--- src/rtl/usr_rst_req.sv ---
// usr_rst_req
//   Watches the UART receive byte stream for a 4-byte magic sequence and, on
//   a match, issues a fixed-width usr_rst pulse to the core reset generator.
//   On the last pulse cycle it checks that the reset generator has latched
//   the request (rst_state). It then ignores receive traffic for a holdoff
//   window before it starts matching again.
//
// Ports
//   clk        system clock
//   rstn       synchronous active-low reset (board-level sys_rstn)
//   rx_valid   one-cycle strobe: rx_data holds a received byte
//   rx_data    received byte
//   rst_state  latched state_out from the reset generator
//   usr_rst    reset request to the reset generator (registered)
//   busy       high while pulsing or in holdoff (registered)
//   ack_err    sticky: rst_state was still 0 on the last pulse cycle
module usr_rst_req #(
    parameter logic [31:0] MAGIC     = 32'h52535421,
    parameter int          PULSE_LEN = 16,
    parameter int          HOLDOFF   = 1024
) (
    input  logic       clk,
    input  logic       rstn,
    input  logic       rx_valid,
    input  logic [7:0] rx_data,
    input  logic       rst_state,
    output logic       usr_rst,
    output logic       busy,
    output logic       ack_err
);

    localparam int PW = (PULSE_LEN > 1) ? $clog2(PULSE_LEN) : 1;
    localparam int HW = (HOLDOFF > 1) ? $clog2(HOLDOFF) : 1;

    localparam logic [PW-1:0] PULSE_LAST = PW'(PULSE_LEN - 1);
    localparam logic [HW-1:0] HOLD_LAST  = HW'(HOLDOFF - 1);

    localparam logic [1:0] ST_IDLE  = 2'd0;
    localparam logic [1:0] ST_PULSE = 2'd1;
    localparam logic [1:0] ST_HOLD  = 2'd2;

    // Magic split into bytes, byte 0 being the first byte on the wire.
    logic [7:0] magic_byte [4];

    generate
        for (genvar gi = 0; gi < 4; gi++) begin : g_magic
            assign magic_byte[gi] = MAGIC[8*(3-gi)+7 -: 8];
        end
    endgenerate

    logic [1:0]    state_reg,     state_next;
    logic [1:0]    idx_reg,       idx_next;
    logic [PW-1:0] pulse_cnt_reg, pulse_cnt_next;
    logic [HW-1:0] hold_cnt_reg,  hold_cnt_next;
    logic          usr_rst_reg,   usr_rst_next;
    logic          busy_reg,      busy_next;
    logic          ack_err_reg,   ack_err_next;

    always_comb begin
        state_next     = state_reg;
        idx_next       = idx_reg;
        pulse_cnt_next = pulse_cnt_reg;
        hold_cnt_next  = hold_cnt_reg;
        usr_rst_next   = usr_rst_reg;
        busy_next      = busy_reg;
        ack_err_next   = ack_err_reg;

        case (state_reg)
            ST_IDLE: begin
                if (rx_valid) begin
                    if (rx_data == magic_byte[idx_reg]) begin
                        if (idx_reg == 2'd3) begin
                            // Outputs are registered, so raising them here
                            // makes the first high cycle the one right after
                            // the edge that accepted the last magic byte.
                            state_next     = ST_PULSE;
                            pulse_cnt_next = '0;
                            idx_next       = 2'd0;
                            usr_rst_next   = 1'b1;
                            busy_next      = 1'b1;
                        end else begin
                            idx_next = idx_reg + 2'd1;
                        end
                    end else if (rx_data == magic_byte[0]) begin
                        // A broken match may itself start a new one.
                        idx_next = 2'd1;
                    end else begin
                        idx_next = 2'd0;
                    end
                end
            end

            ST_PULSE: begin
                if (pulse_cnt_reg == PULSE_LAST) begin
                    // The reset generator must have latched the request by
                    // the final pulse cycle.
                    if (!rst_state) begin
                        ack_err_next = 1'b1;
                    end
                    state_next    = ST_HOLD;
                    hold_cnt_next = '0;
                    usr_rst_next  = 1'b0;
                end else begin
                    pulse_cnt_next = pulse_cnt_reg + PW'(1);
                end
            end

            ST_HOLD: begin
                if (hold_cnt_reg == HOLD_LAST) begin
                    state_next = ST_IDLE;
                    idx_next   = 2'd0;
                    busy_next  = 1'b0;
                end else begin
                    hold_cnt_next = hold_cnt_reg + HW'(1);
                end
            end

            default: begin
                state_next   = ST_IDLE;
                idx_next     = 2'd0;
                usr_rst_next = 1'b0;
                busy_next    = 1'b0;
            end
        endcase
    end

    always_ff @(posedge clk) begin
        if (!rstn) begin
            state_reg     <= ST_IDLE;
            idx_reg       <= 2'd0;
            pulse_cnt_reg <= '0;
            hold_cnt_reg  <= '0;
            usr_rst_reg   <= 1'b0;
            busy_reg      <= 1'b0;
            ack_err_reg   <= 1'b0;
        end else begin
            state_reg     <= state_next;
            idx_reg       <= idx_next;
            pulse_cnt_reg <= pulse_cnt_next;
            hold_cnt_reg  <= hold_cnt_next;
            usr_rst_reg   <= usr_rst_next;
            busy_reg      <= busy_next;
            ack_err_reg   <= ack_err_next;
        end
    end

    assign usr_rst = usr_rst_reg;
    assign busy    = busy_reg;
    assign ack_err = ack_err_reg;

endmodule

--- config.mk ---
export PLATFORM = sky130hd
export DESIGN_NAME = usr_rst_req
export DESIGN_NICKNAME = d
export VERILOG_FILES = /design/src/rtl/usr_rst_req.sv
export SDC_FILE = /design/constraint.sdc
export NUM_CORES = 1
export LEC_CHECK = 0
export ABC_AREA = 1
export BUFFER_PORTS_ARGS = -buffer_cell sky130_fd_sc_hd__buf_2
export CAP_MARGIN = 5
export CORE_MARGIN = 1.5
export CORE_UTILIZATION = 40
export CTS_CLUSTER_SIZE = 40
export DETAILED_ROUTE_END_ITERATION = 7
export PLACE_DENSITY = 0.61
export SLEW_MARGIN = 20
export SYNTH_ARGS = -nofsm -noshare
export SYNTH_HDL_FRONTEND = slang
export SYNTH_SLANG_ARGS = --single-unit
--- constraint.sdc ---
create_clock -name clk -period 2.7 [get_ports clk]
set_input_delay 0.54 -clock clk [delete_from_list [all_inputs] [get_ports clk]]
set_output_delay 0.54 -clock clk [all_outputs]
set_load 0.005 [all_outputs]
======== Word level (Yosys, flattened, before mapping) ========
Cells that the tools add are included.
operators by class
  mux-type cells .......................... 29
  multipliers ............................. 0
  shift-type cells ........................ 0
  equal/unequal tests ..................... 14
  add/sub/neg operators ................... 3
  $lt $le $gt $ge ......................... 1
  div/mod/pow operators ................... 0
  bitwise logic cells ..................... 4
  reduce and logical (&&, ||, !) cells .... 10
operators with widths
  kind                                                       count
  two-way mux 10 bit                                         2
  one-hot mux 10 bit (2 select lines)                        1
  AND reduction 5 bit                                        4
  binary-select mux 8 bit (select 2 bit)                     1
  two-way mux 2 bit                                          8
  two-way mux 4 bit                                          4
  two-way mux 8 bit                                          2
  != test 2 bit (second input constant)                      7
  one-hot mux 2 bit (3 select lines)                         2
  adder 10 x 1 -> 10 bit (second input constant)             1
  == test 10 bit (second input constant)                     1
  AND reduction 3 bit                                        3
  == test 8 x 7 -> 1 bit (second input constant)             1
  == test 8 bit                                              1
  one-hot mux 4 bit (2 select lines)                         1
  two-way mux 1 bit                                          6
  one-hot mux 1 bit (3 select lines)                         2
  adder 4 x 1 -> 4 bit (second input constant)               1
  == test 2 bit (second input constant)                      2
  == test 4 bit (second input constant)                      1
  nonzero test 2 bit                                         2
  greater-or-equal comparator 3 bit (second input constant)  1
  inverter 1 bit                                             3
  inverter 2 -> 3 bit                                        1
  other kinds (3)                                            3
storage, ports and cells
  logic and storage cells ................. 68
  bits in writable memories ............... 0
  output and inout port bits .............. 3
  bits in latches ......................... 0
  flip-flop bits (word level) ............. 21
  memory bits (read-only) ................. 0
  memories ................................ 0

======== Depth between registers and ports, before layout ========
  depth in word-level cells ............... 8
  depth in mapped cells ................... 12
  mapped depth without buffers ............ 12

======== Worst setup path after synthesis ========
Ideal clock, no wire load.
  path type ............................... register to register
  start ................................... register idx_reg[0]
  end ..................................... register pulse_cnt_reg[2]
  arrival time ............................ 1.304 ns
  path slack .............................. 1.269 ns
  stages on the path, launching flop included .. 13
  setup time .............................. 0.127 ns
  data required time ...................... 2.573 ns
  period minus slack after synthesis ...... 1.431 ns
  cell sequence ........................... dfxtp_1 inv_1 ha_1 inv_1 nand2_1 nand2_1 nand2_1 nor2_1 nand2_1 nand2_1 nand3_1 nand2_1 a21oi_1
on the way
  longest elaborated chain between the ends .. 7
ends and longest elaborated chain
  item                                                  RTL line  RTL
  start, declared                                       52        logic [1:0] idx_reg, idx_next;
  start signal, assigned                                138       idx_reg <= idx_next;
  inverter 2 -> 3 bit (not written as such)             71        if (rx_data == magic_byte[idx_reg]) begin
  binary-select mux 8 bit (select 2 bit)                71
  two-way mux 8 bit (not written as such) (2 in a row)  71
  == test 8 bit                                         71
  != test 2 bit (no line)                               n/a
  AND reduction 5 bit (no line) *                       n/a
  end signal, assigned                                  139       pulse_cnt_reg <= pulse_cnt_next;
  end, declared                                         53        logic [PW-1:0] pulse_cnt_reg, pulse_cnt_next;
Every way passes the cells marked *; elsewhere a longest branch is shown, timed or not. The select of a mux whose other input is x is not followed.
A chain may end at the register's enable or synchronous reset.

======== Worst setup path in the final report ========
  start ................................... register idx_reg[0]
  end ..................................... register pulse_cnt_reg[0]
The elaborated chain is that of the path after synthesis.

==> results.md <==
* Clk network pwr share at between 30% and 40%
* Switch Pwr at 125.7 µW
* Area Growth Syn to Fin at 10.83%
* Initial DRT Pass Iterations at 4
* Dpl hpwl at 2.108 mm
* Global placement routability congestion at a little under 0.8
* Clk Latency, worst-skew pair at roughly 300 ps
* First-pass GRT wire length at 4.519 mm
* RSZ-0062 raised after global routing: false
* Sequential power share at 61.1%
* Max cap viols at 0
* Top cells by area, synth: dfxtp_1 (32%), nand2_1 (16%), nor2_1 (10%)
* Library cells used by synthesis at 24
* Initial drt markers at 50
* Skew final at 3.658 ps
* CP peak stage delay at around 470 ps
* CP arrival at about 1900 ps
* CTS Root Cell: clkbuf_4
* WL per Instance at 9.729 µm
* Share of the synthesized area in the top cell type at between 30% and 40%
* H-tree Lvls at 1
* GRT Util Overall at 16.46%
* Resized Gates After CTS at 0
* Synth Register Bits at 21
* Endpoints failing hold at 0
* Layout cells sized above 1 at 12.00%
* Syn nets at ~230
* Syn avg cell area at just over 6 µm²
* Setup TNS at 0 ps
* N_diodes at 0
* Crit path max-delay cell type: dfxtp_1
* Final slew viol count at 0
* Period minus WS final at 1652 ps
* Antenna viol nets, final at 0
* Post-Route WL at 2.617 mm
* Number of global-route vias before repair at 1,095
* Crit path buf inv count at 1
* Critical Path RT at 2910 ps
* Worst-path clk slew at 120 ps
* CP max FO at 7
* Cts hold-fix bufs at 0
* Synth Flop Type: dfxtp_1
* Post-CTS Setup Repair Bufs at 0
* Die area at 3584 µm²
* Peak supply drop at between 200 and 250 µV
* Status: finished clean
* Initial antenna violation count at 0
* Worst slew margin at approximately 57%
* Worst setup SP type: flop
* Combinational power share at 8.9%
* Cell Area, Synth at 1294 µm²
* Pint at 384.2 µW
* Number of flip-flops under the largest register name at 10
* Fin nets at 243
* Switch share at 24.66%
* Chip Width at 59.87 µm
* Pin count of the biggest net entering global routing at 14
* Max Clock Freq at 605.2 MHz
* Share of the yosys chip area belonging to registers at 32.50%
* Design area at about 1400 µm²
* Dpl cell area at 1404 µm²
* Cells after synthesis at around 210
* PortBufs at 14
* CP endpoint kind: flop
* Crit path cell chain: inv_1 > ha_1 > nand2_1 > nand3_1 > nor2_1 > nand3_1 > nand2_1 > nand3_1 > nand2_1 > nor2_1
* FFs w/ async S/R, synth at 0%
* EDFF count, synth at 0
* Top Ports at 15
* Post-route clock period utilization at 61.20%
* Yosys warns at 0
* Clock Sinks at 21
* FP Rows at 20
* Worst hold path class: reg2reg
* Power Density at 355.7 nW/µm²
* Worst path top cell family by delay: simple AND/OR/NAND/NOR gates
* Final setup vio count at 0
* # DRC at 0
* CTS Buf Count at 3
* Max clock buf depth at 2
* Core Region at 3053 µm²
* Area leader, netlist: dfxtp_1
* CTS tree: done
* Via count at 1,260
* Leakage at around 0.7 nW
* Vert. Die Dim at 59.87 µm
* Via/cell ratio at approximately 4.7
* Total gr overflow at 0
* Worst-margin pin slew at 636.5 ps
* Pwr Total at 510.0 µW
* Filler instances at between 300 and 400
* Hold_ws at 454.3 ps
* Critical path type: reg2reg
* Initial core utilization at 42.38%
## power by group through the flow
stage,Sequential [mW],Combinational [mW],Clock (mW)
finish,0.312,0.0452,0.153
global route,0.312,0.0532,0.175
CTS,0.312,0.0453,0.162
detailed placement,0.319,0.0451,0
global placement,0.319,0.0458,0
floorplan,0.318,0.0302,0
## area by class of cell
cell class	count	area, µm²	area share (%)
Multi-Input combinational cell	155	742.0	51.75
Sequential cell	21	420.4	29.32
Inverter	31	116.4	8.115
Timing Repair Buffer	14	70.07	4.887
Tap cell	44	55.05	3.839
Clock buffer	3	22.52	1.571
Clock inverter	1	7.507	0.5236
## cells in the final DEF, fill, tap and decap left out, drive strengths merged
master	n
o211ai	1
nor3	2
dfxtp	21
xor2	1
or2	1
nand3	14
a31oi	1
o21ai	13
nor4	1
a21oi	20
ha	5
buf	14
nor2	37
inv	31
a21o	1
nand4	1
clkbuf	3
nand2	56
o21a	1
clkinvlp	1
## layer usage
layer | global-route usage (%) | up-vias | share of wire [%]
li1 | - | 693 | -
met1 | 20.71 | 550 | 49
met2 | 28.26 | 15 | 47
met3 | 3.247 | 2 | 2.6
met4 | 4.762 | 0 | 0.80
met5 | 0 | - | 0
## worst register-to-register path, cell delays in order (launching register included)
cell,delay (ps)
dfxtp_1,470
inv_1,100
ha_1,230
nand2_1,70
nand3_1,60
nor2_1,120
nand3_1,70
nand2_1,210
nand3_1,110
nand2_1,80
nor2_1,40
## final timing paths
kind	slack, ps	start	end	cells past startpoint
worst max-delay path	1050	idx_reg[0]$_SDFFE_PN0P_	pulse_cnt_reg[0]$_SDFFE_PN0P_	10
worst min-delay path	450	usr_rst$_SDFFE_PN0P_	usr_rst$_SDFFE_PN0P_	2
worst max register to register	1050	idx_reg[0]$_SDFFE_PN0P_	pulse_cnt_reg[0]$_SDFFE_PN0P_	10
worst min register to register	450	usr_rst$_SDFFE_PN0P_	usr_rst$_SDFFE_PN0P_	2
## cell usage after synthesis, types with 2 or more instances
cell / instances
a21oi_1: 20
o21ai_2: 2
nand3_1: 14
nor3_1: 2
inv_1: 30
nand2_1: 54
dfxtp_1: 21
nor2_1: 35
ha_1: 5
o21ai_0: 11
## metrics by stage
stage | setup WS [ps] | utilization (%) | cells
floorplan | 1269 | - | 208
global placement | 1049 | 45.98 | 265
detailed placement | 1031 | 45.98 | 265
CTS | 1028 | 46.97 | 269
global route | 828.1 | 46.97 | 269
finish | 1048 | 46.97 | 269
## cell families (layout without fill, tap and decap cells)
| logic type | Yosys count | count (layout) | share of synthesized area (%) |
|---|---|---|---|
| AO/OA/AOI/OAI | 37 | 37 | 15.67 |
| flip-flops | 21 | 21 | 32.49 |
| adder cells (fa/ha/maj) | 5 | 5 | 4.836 |
| buffers and inverters | 32 | 49 | 10.15 |
| XOR/XNOR | 1 | 1 | 0.6771 |
| AND/OR/NAND/NOR | 112 | 112 | 36.17 |
Power figures use the tool's default switching activity.
